<file path="src/rtl/ahb_arbiter_if.sv">
// Arbiter-side bus bundle: request/lock inputs, muxed owner transfer
// information and slave response in; grant, owner index and lock out.
interface ahb_arbiter_if #(
    parameter int NUM_MASTERS = 2
);
    logic [NUM_MASTERS-1:0] HBUSREQ;
    logic [NUM_MASTERS-1:0] HLOCK;
    logic [1:0]             HTRANS;
    logic [2:0]             HBURST;
    logic                   HREADY;
    logic                   HRESP;
    logic [NUM_MASTERS-1:0] HGRANT;
    logic [1:0]             HMASTER;
    logic                   HMASTLOCK;

    // Requesting side: masters plus the muxed address/response path.
    modport master (
        output HBUSREQ, HLOCK, HTRANS, HBURST, HREADY, HRESP,
        input  HGRANT, HMASTER, HMASTLOCK
    );

    // Arbiter side.
    modport slave (
        input  HBUSREQ, HLOCK, HTRANS, HBURST, HREADY, HRESP,
        output HGRANT, HMASTER, HMASTLOCK
    );
endinterface

</file>
<file path="src/rtl/ahb_arbiter.sv">
// Round-robin AHB arbiter for 2..4 masters. Fixed-length bursts and locked
// sequences are never split; grants move only at transfer boundaries.
module ahb_arbiter #(
    parameter int NUM_MASTERS = 2
) (
    input logic          HCLK,
    input logic          RESET,
    ahb_arbiter_if.slave bus
);
    typedef enum logic [1:0] {
        TR_IDLE   = 2'b00,
        TR_BUSY   = 2'b01,
        TR_NONSEQ = 2'b10,
        TR_SEQ    = 2'b11
    } htrans_e;

    typedef logic [NUM_MASTERS-1:0] mvec_t;

    // One-hot (padded to 4 bits) to index.
    function automatic logic [1:0] enc(input logic [3:0] oh);
        return {oh[3] | oh[2], oh[3] | oh[1]};
    endfunction

    mvec_t       grant_q, grant_d;
    logic [1:0]  last_q, last_d;
    logic [1:0]  master_q;
    logic        mastlock_q;
    logic [4:0]  cnt_q, cnt_d;
    logic        lock_q, lock_d;

    htrans_e     trans;
    logic [4:0]  burst_len;
    logic [3:0]  lock4;
    logic        owner_lock;
    logic        arb_point;
    mvec_t       hi_mask, pick, win_oh;

    assign trans      = htrans_e'(bus.HTRANS);
    assign lock4      = 4'(bus.HLOCK);
    assign owner_lock = lock4[master_q];

    // Remaining beats implied by the burst type of a NONSEQ transfer.
    always_comb begin
        burst_len = '0;
        case (bus.HBURST)
            3'b010, 3'b011: burst_len = 5'd3;
            3'b100, 3'b101: burst_len = 5'd7;
            3'b110, 3'b111: burst_len = 5'd15;
            default:        burst_len = '0;
        endcase
    end

    // Beat counter update; an error response terminates the burst.
    always_comb begin
        cnt_d = cnt_q;
        if (bus.HRESP) begin
            cnt_d = '0;
        end else if (bus.HREADY) begin
            case (trans)
                TR_NONSEQ: cnt_d = burst_len;
                TR_SEQ:    if (cnt_q != '0) cnt_d = cnt_q - 5'd1;
                TR_IDLE:   cnt_d = '0;
                default:   cnt_d = cnt_q;
            endcase
        end
    end

    // Lock-hold flag follows the owner's HLOCK across its active transfers.
    always_comb begin
        lock_d = lock_q;
        if (bus.HREADY) begin
            if (trans == TR_NONSEQ || trans == TR_SEQ) begin
                lock_d = owner_lock;
            end else if (trans == TR_IDLE || !owner_lock) begin
                lock_d = 1'b0;
            end
        end
    end

    // Round-robin pick: requests above the pointer first, then wrap from 0
    // up to and including the pointer, so the last winner is searched last.
    always_comb begin
        hi_mask   = ~((mvec_t'(2) << last_q) - mvec_t'(1));
        pick      = ((bus.HBUSREQ & hi_mask) != '0) ? (bus.HBUSREQ & hi_mask) : bus.HBUSREQ;
        win_oh    = pick & (~pick + mvec_t'(1));
        arb_point = bus.HREADY && (cnt_d == '0) && !lock_d;
        grant_d   = grant_q;
        last_d    = last_q;
        if (arb_point) begin
            if (bus.HBUSREQ != '0) begin
                grant_d = win_oh;
                last_d  = enc(4'(win_oh));
            end else begin
                grant_d = mvec_t'(1);
            end
        end
    end

    // Arbitration state; owner index and lock advance only on HREADY.
    always_ff @(posedge HCLK or negedge RESET) begin
        if (!RESET) begin
            grant_q    <= mvec_t'(1);
            last_q     <= '0;
            master_q   <= '0;
            mastlock_q <= 1'b0;
            cnt_q      <= '0;
            lock_q     <= 1'b0;
        end else begin
            grant_q <= grant_d;
            last_q  <= last_d;
            cnt_q   <= cnt_d;
            lock_q  <= lock_d;
            if (bus.HREADY) begin
                master_q   <= enc(4'(grant_q));
                mastlock_q <= |(bus.HLOCK & grant_q);
            end
        end
    end

    assign bus.HGRANT    = grant_q;
    assign bus.HMASTER   = master_q;
    assign bus.HMASTLOCK = mastlock_q;
endmodule

</file>
<file path="src/flat_wrapper.sv">
// flat-port wrapper written by rule: the top's interface ports become plain ports
module ahb_arbiter_flat 
#(
    parameter int NUM_MASTERS = 2
)
  (HCLK, RESET, bus_HBUSREQ, bus_HLOCK, bus_HTRANS, bus_HBURST, bus_HREADY, bus_HRESP, bus_HGRANT, bus_HMASTER, bus_HMASTLOCK);
  ahb_arbiter_if #(.NUM_MASTERS(NUM_MASTERS)) bus_i ();
  input logic HCLK;
  input logic RESET;
  input wire logic [$bits(bus_i.HBUSREQ)-1:0] bus_HBUSREQ;
  input wire logic [$bits(bus_i.HLOCK)-1:0] bus_HLOCK;
  input wire logic [$bits(bus_i.HTRANS)-1:0] bus_HTRANS;
  input wire logic [$bits(bus_i.HBURST)-1:0] bus_HBURST;
  input wire logic [$bits(bus_i.HREADY)-1:0] bus_HREADY;
  input wire logic [$bits(bus_i.HRESP)-1:0] bus_HRESP;
  output wire logic [$bits(bus_i.HGRANT)-1:0] bus_HGRANT;
  output wire logic [$bits(bus_i.HMASTER)-1:0] bus_HMASTER;
  output wire logic [$bits(bus_i.HMASTLOCK)-1:0] bus_HMASTLOCK;
  assign bus_i.HBUSREQ = bus_HBUSREQ;
  assign bus_i.HLOCK = bus_HLOCK;
  assign bus_i.HTRANS = bus_HTRANS;
  assign bus_i.HBURST = bus_HBURST;
  assign bus_i.HREADY = bus_HREADY;
  assign bus_i.HRESP = bus_HRESP;
  assign bus_HGRANT = bus_i.HGRANT;
  assign bus_HMASTER = bus_i.HMASTER;
  assign bus_HMASTLOCK = bus_i.HMASTLOCK;
  ahb_arbiter #(.NUM_MASTERS(NUM_MASTERS)) u_core (.HCLK(HCLK), .RESET(RESET), .bus(bus_i));
endmodule
</file>
<file path="config.mk">
export PLATFORM = sky130hd
export DESIGN_NAME = ahb_arbiter_flat
export DESIGN_NICKNAME = d
export VERILOG_FILES = /design/src/rtl/ahb_arbiter_if.sv /design/src/rtl/ahb_arbiter.sv /design/src/flat_wrapper.sv
export SDC_FILE = /design/constraint.sdc
export NUM_CORES = 1
export LEC_CHECK = 0
export ABC_AREA = 0
export CORE_MARGIN = 2
export CORE_UTILIZATION = 40
export DETAILED_ROUTE_END_ITERATION = 6
export GPL_TIMING_DRIVEN = 0
export PLACE_DENSITY = 0.67
export SLEW_MARGIN = 5
export SYNTH_ARGS = -nofsm -noshare
export SYNTH_HDL_FRONTEND = slang
export SYNTH_SLANG_ARGS = --single-unit
</file>
<file path="constraint.sdc">
create_clock -name HCLK -period 2.8 [get_ports HCLK]
set_input_delay 0.28 -clock HCLK [delete_from_list [all_inputs] [get_ports HCLK]]
set_output_delay 0.28 -clock HCLK [all_outputs]
set_load 0.05 [all_outputs]
</file>
==> results of run 1 <==
## worst max path at each step
stage	from	endpoint	depth (start not counted)
2_1_floorplan	u_core.cnt_q[0]	u_core.last_q[0]	8
3_3_place_gp	bus_HTRANS[1]	u_core.bus.HGRANT[0]	7
3_5_place_dp	bus_HTRANS[1]	u_core.bus.HGRANT[0]	7
4_1_cts	u_core.cnt_q[1]	u_core.last_q[0]	8
5_1_grt	u_core.cnt_q[1]	u_core.last_q[0]	8
6_report	u_core.cnt_q[1]	u_core.last_q[0]	8
## cell families after synthesis
group                    share of synthesized area
AND/OR/NAND/NOR                              0.273
other                                      0.00528
flip-flops                                   0.389
adder cells (fa/ha/maj)                     0.0176
AO/OA/AOI/OAI                                0.178
multiplexers                                0.0915
buffers and inverters                       0.0458
## layout make-up
cell class / instances / area share
timing repair buffer: 15 / 0.165
tap: 17 / 0.0234
clock buffer: 4 / 0.0289
inverter: 4 / 0.0165
multi-input combinational: 54 / 0.442
buffer: 3 / 0.0193
sequential: 11 / 0.304
## stage by stage
stage          area, µm²  utilization  hold WS [ns]  total power [mW]  cells
6_report             908        0.538         0.343             0.598    108
5_1_grt              908        0.538         0.371             0.641    108
4_1_cts              908        0.538         0.359             0.605    108
3_5_place_dp         882        0.522         0.514             0.497    104
3_3_place_gp         882        0.522         0.493             0.495    104
2_1_floorplan        711            -       -0.0156             0.408     72
## layer usage
layer	vias up	global-route usage	routed length [µm]
li1	303	-	-
met1	292	0.202	699
met2	14	0.267	705
met3	2	0.0235	46
met4	0	0.0857	11
met5	-	0	0
## critical path: stages, from the launching register on
cell	delay, ns
dfrtp_1	0.40
inv_1	0.08
ha_1	0.16
nor4b_4	0.26
nor2_1	0.10
nor4b_2	0.33
a21o_1	0.17
or4b_1	0.43
a2bb2oi_1	0.18
## state kept, by name, summed over array words and instances (netlist names)
signal	flops
u_core.cnt_q	5
u_core.bus.HGRANT	2
u_core.bus.HMASTER	1
u_core.bus.HMASTLOCK	1
u_core.last_q	1
u_core.lock_q	1
## cells in the final DEF (no fill, tap or decap), types with 2 or more instances in the layout
| cell type | synthesis | final |
|---|---|---|
| clkdlybuf4s50_1 | 0 | 15 |
| nor2_1 | 7 | 7 |
| nand2b_1 | 5 | 5 |
| nand4b_1 | 2 | 2 |
| inv_1 | 4 | 4 |
| dfrtp_1 | 10 | 10 |
| mux2i_1 | 2 | 2 |
| a21oi_1 | 7 | 7 |
| buf_2 | 2 | 2 |
| clkbuf_4 | 0 | 3 |
| nand2_1 | 5 | 5 |
| mux2_2 | 3 | 3 |
## where the power goes
group | total (mW) | switching [mW] | internal (mW) | leakage [nW]
clock network | 0.103 | 0.0483 | 0.0550 | 0.0150
registers | 0.230 | 0.0290 | 0.201 | 0.139
logic | 0.264 | 0.154 | 0.111 | 0.231
total | 0.598 | 0.231 | 0.367 | 0.385
==> metrics.log, run 1 <==
[metrics] status: completed
[metrics] final setup violation count: 0
[metrics] I/O pin count: 18
[metrics] Hold Buf Count CTS: 0
[metrics] number of buffers on the longest clock path: 2
[metrics] worst reg2reg endpoint: u_core.last_q[0]
[metrics] # diodes: 0
[metrics] cell area after synthesis: 711 µm²
[metrics] overall global routing resource usage: 0.162
[metrics] placed wire-length estimate after detailed placement: 1150 µm
[metrics] top flip-flop cell by instance count after synthesis: dfrtp_1
[metrics] H-tree Lvls: 1
[metrics] I/O Buffers: 15
[metrics] pin count of the biggest net entering global routing: 12
[metrics] total power divided by cell area: 658 nW/µm²
[metrics] antenna violations before repair: 0
[metrics] post-route clock skew: 0.00197 ns
[metrics] clock transition at the registers of the reported paths: 0.07 ns
[metrics] minimum setup slack among reg-to-reg paths: 0.60 ns
[metrics] clock root cell: clkbuf_4
[metrics] post-synthesis sequential element count: 11
[metrics] number of synthesis warnings: 0
[metrics] mean instance size in the synthesized netlist: 9.87 µm²
[metrics] combined flip-flop and latch cell area: 277 µm²
[metrics] class of the worst hold path: primary input to async pin
[metrics] start of the worst register-to-register path: u_core.cnt_q[1]
[metrics] height of the chip: 46.2 µm
[metrics] Floorplan Core Area: 1690 µm²
[metrics] max-cap violations: 0
[metrics] fraction of final layout cells sized beyond drive strength 1: 0.154
[metrics] Setup Slack @ Placement: 0.358 ns
[metrics] TritonCTS clock tree: yes
[metrics] # clock sinks: 11
[metrics] sequential element share of the synthesized area: 0.389
[metrics] Area growth syn-to-layout: 27.8%
[metrics] Via Count: 611
[metrics] Initial Utilization: 0.421
[metrics] Min Clock Period, post-route: 2.20 ns
[metrics] type of element launching the critical path: flip-flop
[metrics] static leakage: 0.385 nW
[metrics] leading cell types by total area after synthesis: dfrtp_1 (35%), a21oi_1 (4.9%), mux2_2 (4.8%), nand2b_1 (4.4%), dfstp_2 (3.7%)
[metrics] top-area cell type share of the netlist area: 0.352
[metrics] maximum vdd drop: 0.000536 V
[metrics] global-route wire length before repair: 2420 µm
[metrics] Critical Path AT: 2.38 ns
[metrics] critical path endpoint category: flip-flop
[metrics] synthesized instance count: 72
[metrics] GPL Wtd Cong: 0.851
[metrics] site row count: 15
[metrics] post-CTS setup buffer count: 0
[metrics] EDFF count, synth: 0
[metrics] asr flop ratio synth: 1.00
[metrics] data required time at the worst endpoint: 2.98 ns
[metrics] Fin. Hold Viols: 0
[metrics] Fill cells: 162
[metrics] worst-case setup margin in the final layout: 0.596 ns
[metrics] DRC Markers: 0
[metrics] number of DRC markers in iteration 0: 13
[metrics] TritonRoute pass-1 iters: 4
[metrics] clock buffer count from CTS: 3
[metrics] fmax: 0.454 GHz
[metrics] area occupied by multi-input gates: 402 µm²
[metrics] Synthesized Nets: 86
[metrics] die area: 2130 µm²
[metrics] vias per inst: 5.66
[metrics] number of distinct library cells after synthesis: 35
[metrics] setup repair after global routing missed its margin: no
[metrics] Avg WL per Cell: 13.5 µm
[metrics] Routed Wire Length: 1460 µm
[metrics] maximum fanout along the worst path: 4
[metrics] Worst-Skew Late Latency: 0.26 ns
[metrics] fraction of the cycle the final worst path needs: 0.787
[metrics] count of cells along the worst register-to-register path: 8
[metrics] Antenna Nets Post-Route: 0
[metrics] most common cell in the netlist: dfrtp_1
[metrics] list of most frequent post-synthesis cells: dfrtp_1 (10), a21oi_1 (7), nor2_1 (7)
[metrics] total global routing overflow: 0
[metrics] CP Class: flip-flop to flip-flop
[metrics] Synth area leader: dfrtp_1
[metrics] Post-Route Setup TNS: 0 ns
[metrics] chip width: 46.2 µm
[metrics] via count of the first global-routing pass: 590
[metrics] number of nets in the final layout: 106
[metrics] post_cts resized: 0
[metrics] number of pins with negative max-slew slack in the final report: 0
(Power assumes the default switching activity.)
==> run 2, diff against run 1 <==
--- a/config.mk
+++ b/config.mk
@@ -10,7 +10,7 @@
 export CORE_UTILIZATION = 40
 export DETAILED_ROUTE_END_ITERATION = 6
 export GPL_TIMING_DRIVEN = 0
-export PLACE_DENSITY = 0.67
+export PLACE_DENSITY = 0.7
 export SLEW_MARGIN = 5
 export SYNTH_ARGS = -nofsm -noshare
 export SYNTH_HDL_FRONTEND = slang
==> constraint.sdc (replaced) <==
create_clock -name HCLK -period 1.75 [get_ports HCLK]
set_input_delay 0.175 -clock HCLK [delete_from_list [all_inputs] [get_ports HCLK]]
set_output_delay 0.175 -clock HCLK [all_outputs]
set_load 0.05 [all_outputs]
==> run 2 against run 1 <==
  * The run now ends with negative setup slack left
  * Sequential cell count unchanged
  * Clock skew increased by 0.0031 ns
  * Sequential power increased by 59%
  * Cell area increased by 8.8%
  * Cell count increased by 3.7%
  * Critical path type unchanged
  * Largest power group unchanged
==> metrics.log, run 2 (synthesis gave the netlist of run 1 again) <==
[metrics] status: finished, violations left
[metrics] violated checks: negative setup slack
[metrics] data required time at the worst endpoint: 1.95 ns
[metrics] # diodes: 0
[metrics] fin area: 988 µm²
[metrics] CP Class: flip-flop to flip-flop
[metrics] instance count after placement with tap cells included: 104
[metrics] chip width: 46.2 µm
[metrics] largest reg by FF count: u_core.cnt_q
[metrics] critical path endpoint category: flip-flop
[metrics] GPL Wtd Cong: 0.777
[metrics] clock root cell: clkbuf_4
[metrics] hold slack final: 0.237 ns
[metrics] die area: 2130 µm²
[metrics] via count of the first global-routing pass: 637
[metrics] Area growth syn-to-layout: 39.1%
[metrics] total global routing overflow: 0
[metrics] final setup violation count: 3
[metrics] post-route core utilization: 0.585
[metrics] global-route wire length before repair: 2610 µm
[metrics] Cell Count, Final, Fillers Out: 112
[metrics] transition time of the tightest slew-check pin: 0.502 ns
[metrics] total power divided by cell area: 1020 nW/µm²
[metrics] vias per inst: 5.71
[metrics] Min Clock Period, post-route: 2.08 ns
[metrics] maximum fanout along the worst path: 4
[metrics] static leakage: 0.420 nW
[metrics] height of the chip: 46.2 µm
[metrics] max reg flops: 5
[metrics] worst reg2reg endpoint: u_core.last_q[0]
[metrics] I/O Buffers: 15
[metrics] antenna violations before repair: 0
[metrics] Critical Path AT: 2.28 ns
[metrics] Fin. Hold Viols: 0
[metrics] pin count of the biggest net entering global routing: 12
[metrics] Routed Wire Length: 1620 µm
[metrics] Initial Utilization: 0.421
[metrics] fmax: 0.480 GHz
[metrics] clock buffer count from CTS: 3
[metrics] fraction of the cycle the final worst path needs: 1.19
[metrics] DRC Markers: 0
[metrics] placed wire-length estimate after detailed placement: 1180 µm
[metrics] class of the worst hold path: primary input to async pin
[metrics] maximum vdd drop: 0.000667 V
[metrics] fraction of final layout cells sized beyond drive strength 1: 0.295
[metrics] count of cells along the worst register-to-register path: 8
[metrics] number of pins with negative max-slew slack in the final report: 0
[metrics] Via Count: 640
[metrics] number of DRC markers in iteration 0: 6
[metrics] minimum setup slack among reg-to-reg paths: -0.33 ns
[metrics] Fill cells: 159
[metrics] commonest cells after routing, fill and taps aside: clkdlybuf4s50_1 (14), dfrtp_1 (10), nor2_1 (7), a21oi_1 (7)
[metrics] site row count: 15
[metrics] # clock sinks: 11
[metrics] placed cell areas: 896 µm²
[metrics] I/O pin count: 18
[metrics] delay of the slowest cell on the worst path: 0.46 ns
[metrics] crit path buf inv count: 1
[metrics] H-tree Lvls: 1
[metrics] most common library cell in the layout ignoring fill and taps: clkdlybuf4s50_1
[metrics] Worst-Skew Late Latency: 0.26 ns
[metrics] headroom to the max-slew limit: 0.665
[metrics] number of buffers on the longest clock path: 2
[metrics] TritonCTS clock tree: yes
[metrics] TritonRoute pass-1 iters: 4
[metrics] Slowest cell on crit path: or4b_4
[metrics] Floorplan Core Area: 1690 µm²
[metrics] Antenna Nets Post-Route: 0
[metrics] Hold Buf Count CTS: 0
[metrics] overall global routing resource usage: 0.174
[metrics] Avg WL per Cell: 14.5 µm
[metrics] post-route clock skew: 0.00507 ns
[metrics] type of element launching the critical path: flip-flop
[metrics] max-cap violations: 0
[metrics] ordered cell list for the critical path: inv_2, ha_4, nor4b_4, nor2_1, nor4b_2, a21o_1, or4b_4, a2bb2oi_2
[metrics] family with the most delay on the worst path: simple AND/OR/NAND/NOR gates
[metrics] start of the worst register-to-register path: u_core.cnt_q[0]
[metrics] setup repair after global routing missed its margin: yes
[metrics] worst-case setup margin in the final layout: -0.332 ns
[metrics] number of nets in the final layout: 110
[metrics] clock transition at the registers of the reported paths: 0.07 ns
-- run 2: power breakdown --
group | internal (mW) | switching, mW | leakage [nW]
Combinational | 0.205 | 0.267 | 0.265
Sequential | 0.321 | 0.0436 | 0.139
Clock | 0.0881 | 0.0784 | 0.0150
-- run 2: what timing repair did --
action	in CTS	in global routing
pin swaps	2	1
resized for setup	7	3
cloned	0	0
setup endpoints to repair	4	3
buffers inserted	4	0
-- run 2: area by class of cell --
type | count | area [µm²] | share of cell area
Buffer | 3 | 17.5 | 0.0177
Clock buffer | 4 | 26.3 | 0.0266
Inverter | 4 | 15.0 | 0.0152
Multi-Input combinational cell | 54 | 453 | 0.458
Sequential cell | 11 | 277 | 0.280
Tap cell | 17 | 21.3 | 0.0215
Timing Repair Buffer | 19 | 179 | 0.181
-- run 2: how the worst max path moves through the flow --
stage	start	endpoint	depth (start not counted)
after floorplan	u_core.cnt_q[1]	u_core.last_q[0]	8
after global placement	bus_HTRANS[0]	u_core.last_q[0]	8
after detailed placement	bus_HTRANS[0]	u_core.last_q[0]	8
after CTS	u_core.cnt_q[0]	u_core.last_q[0]	8
after global routing	u_core.cnt_q[0]	u_core.last_q[0]	8
final	u_core.cnt_q[0]	u_core.last_q[0]	8
-- run 2: per-stage QoR --
step	worst slack, ns	power (mW)	TNS (ns)
final	-0.332	1.00	-0.805
after global routing	-0.471	1.07	-1.24
after CTS	-0.365	1.01	-0.907
after detailed placement	-0.500	0.802	-1.36
after global placement	-0.513	0.796	-1.37
after floorplan	-0.188	0.657	-0.333
-- run 2: metal layers --
layer / track usage / part of all wire / up-vias / wire length, µm
li1: - / - / 309 / -
met1: 0.196 / 0.44 / 312 / 707
met2: 0.308 / 0.52 / 17 / 838
met3: 0.0235 / 0.042 / 2 / 68
met4: 0.103 / 0.0049 / 0 / 8
met5: 0 / 0 / - / 0
==> run 3, diff against run 2 <==
--- a/config.mk
+++ b/config.mk
@@ -7,10 +7,11 @@
 export LEC_CHECK = 0
 export ABC_AREA = 0
 export CORE_MARGIN = 2
-export CORE_UTILIZATION = 40
+export CORE_UTILIZATION = 42
+export CTS_CLUSTER_DIAMETER = 50
 export DETAILED_ROUTE_END_ITERATION = 6
 export GPL_TIMING_DRIVEN = 0
-export PLACE_DENSITY = 0.7
+export PLACE_DENSITY = 0.73
 export SLEW_MARGIN = 5
 export SYNTH_ARGS = -nofsm -noshare
 export SYNTH_HDL_FRONTEND = slang
==> run 3 against run 2 <==
  * The flow still finishes with violations (negative setup slack)
  * Largest power group unchanged
  * Core utilization up 6.0 points
  * Count of clock-buffer cells in the layout unchanged
  * Largest cell class unchanged
  * Highest routed layer unchanged
  * Clock skew down 0.0043 ns
  * First-iteration DRC count up 50%
  * Power up 0.19%
==> metrics.log, run 3 (synthesis gave the netlist of run 1 again) <==
[metrics] status: finished, violations left
[metrics] violated checks: negative setup slack
[metrics] startpoint of the most critical setup path: u_core.cnt_q[0]
[metrics] max-cap violations: 0
[metrics] DRC Markers: 0
[metrics] TritonCTS clock tree: yes
[metrics] worst-case setup margin in the final layout: -0.395 ns
[metrics] Met2 Routed Length: 772 µm
[metrics] commonest cells after routing, fill and taps aside: clkdlybuf4s50_1 (14), dfrtp_1 (10), a21oi_1 (7), buf_4 (7), nor2_1 (6)
[metrics] detailed-route wire length on metal 1: 744 µm
[metrics] routed length on met3: 74 µm
[metrics] most common library cell in the layout ignoring fill and taps: clkdlybuf4s50_1
[metrics] site row count: 14
[metrics] final setup violation count: 3
[metrics] largest reg by FF count: u_core.cnt_q
[metrics] Fin. Hold Viols: 0
[metrics] # diodes: 0
[metrics] Post-Route Setup TNS: -1.15 ns
[metrics] clock buffer count from CTS: 3
[metrics] global-route wire length before repair: 2740 µm
[metrics] max reg flops: 5
[metrics] via count of the first global-routing pass: 608
[metrics] maximum fanout along the worst path: 4
[metrics] pin count of the biggest net entering global routing: 12
[metrics] clock transition at the registers of the reported paths: 0.07 ns
[metrics] total chip power: 1.01 mW
[metrics] Avg WL per Cell: 14.0 µm
[metrics] I/O Buffers: 15
[metrics] placed wire-length estimate after detailed placement: 1110 µm
[metrics] number of nets in the final layout: 113
[metrics] Worst-Skew Late Latency: 0.26 ns
[metrics] total global routing overflow: 0
[metrics] H-tree Lvls: 1
[metrics] Area growth syn-to-layout: 40.0%
[metrics] Initial Utilization: 0.461
[metrics] fraction of final layout cells sized beyond drive strength 1: 0.286
[metrics] fmax: 0.466 GHz
[metrics] hold slack final: 0.245 ns
[metrics] antenna violations before repair: 0
[metrics] start of the worst register-to-register path: u_core.cnt_q[0]
[metrics] number of buffers on the longest clock path: 2
[metrics] type of element launching the critical path: flip-flop
[metrics] Min Clock Period, post-route: 2.15 ns
[metrics] fraction of the cycle the final worst path needs: 1.23
[metrics] maximum vdd drop: 0.000749 V
[metrics] Via Count: 647
[metrics] Critical Path AT: 2.33 ns
[metrics] Floorplan Core Area: 1540 µm²
[metrics] number of DRC markers in iteration 0: 9
[metrics] post-route clock skew: 0.000787 ns
[metrics] class of the worst hold path: primary input to async pin
[metrics] overall global routing resource usage: 0.188
[metrics] Antenna Nets Post-Route: 0
[metrics] GPL Wtd Cong: 0.837
[metrics] total power divided by cell area: 1010 nW/µm²
[metrics] CP Class: flip-flop to flip-flop
[metrics] placed cell areas: 895 µm²
[metrics] die area: 2040 µm²
[metrics] critical path endpoint category: flip-flop
[metrics] # clock sinks: 11
[metrics] clock root cell: clkbuf_4
[metrics] setup repair after global routing missed its margin: yes
[metrics] static leakage: 0.430 nW
[metrics] chip width: 45.1 µm
[metrics] vias per inst: 5.68
[metrics] Cell Count, Final, Fillers Out: 114
[metrics] instance count after placement with tap cells included: 103
[metrics] I/O pin count: 18
[metrics] number of pins with negative max-slew slack in the final report: 0
[metrics] Routed Wire Length: 1600 µm
[metrics] height of the chip: 45.1 µm
[metrics] TritonRoute pass-1 iters: 4
[metrics] fin area: 995 µm²
[metrics] top layer reached by signal wires: met4
[metrics] data required time at the worst endpoint: 1.93 ns
## run 3: path summary, 6_finish.rpt
path,end,slack (ns),cells after the start
min,u_core.cnt_q[0],0.24,1
min in group HCLK,u_core.lock_q,0.52,1
min reg2reg,u_core.lock_q,0.52,1
max,u_core.last_q[0],-0.40,8
max in group asynchronous,u_core.bus.HGRANT[0],1.15,1
max reg2reg,u_core.last_q[0],-0.40,8
## run 3: cell type report
type	instances	area [µm²]
fillers	134	547
multi-input cells	54	434
flip-flops and latches	11	277
repair buffers	22	205
clock buffers	4	26.3
well taps	16	20.0
plain buffers	3	17.5
inverters	4	15.0
## run 3: critical path, cell delays in order, from the launching register on
cell and delay (ns):
dfrtp_1 0.40, inv_2 0.09, ha_4 0.14, nor4b_4 0.25, nor2_1 0.08, nor4b_2 0.34, a21o_1 0.19, or4b_1 0.44
a2bb2oi_1 0.14
## run 3: layer usage
metal	global-route usage	up-vias
met1	0.260	312
met4	0.0706	0
met5	0	-
met2	0.297	19
met3	0.0280	2
li1	-	314
## run 3: per-stage QoR
step | utilization | setup slack [ns]
CTS | 0.636 | -0.407
detailed placement | 0.580 | -0.510
global placement | 0.580 | -0.498
global route | 0.645 | -0.512
floorplan | - | -0.188
finish | 0.645 | -0.395
## run 3: what timing repair did
item	in CTS	in global routing
setup buffers	6	1
hold buffers	0	0
setup endpoints to repair	4	3
pin swaps	4	4
gates resized for setup	6	2
## run 3: report_power, final
part / internal (mW) / switching [mW] / total (mW) / leakage [nW]
Combinational: 0.211 / 0.262 / 0.472 / 0.276
Sequential: 0.321 / 0.0466 / 0.368 / 0.139
Clock: 0.0880 / 0.0772 / 0.165 / 0.0150
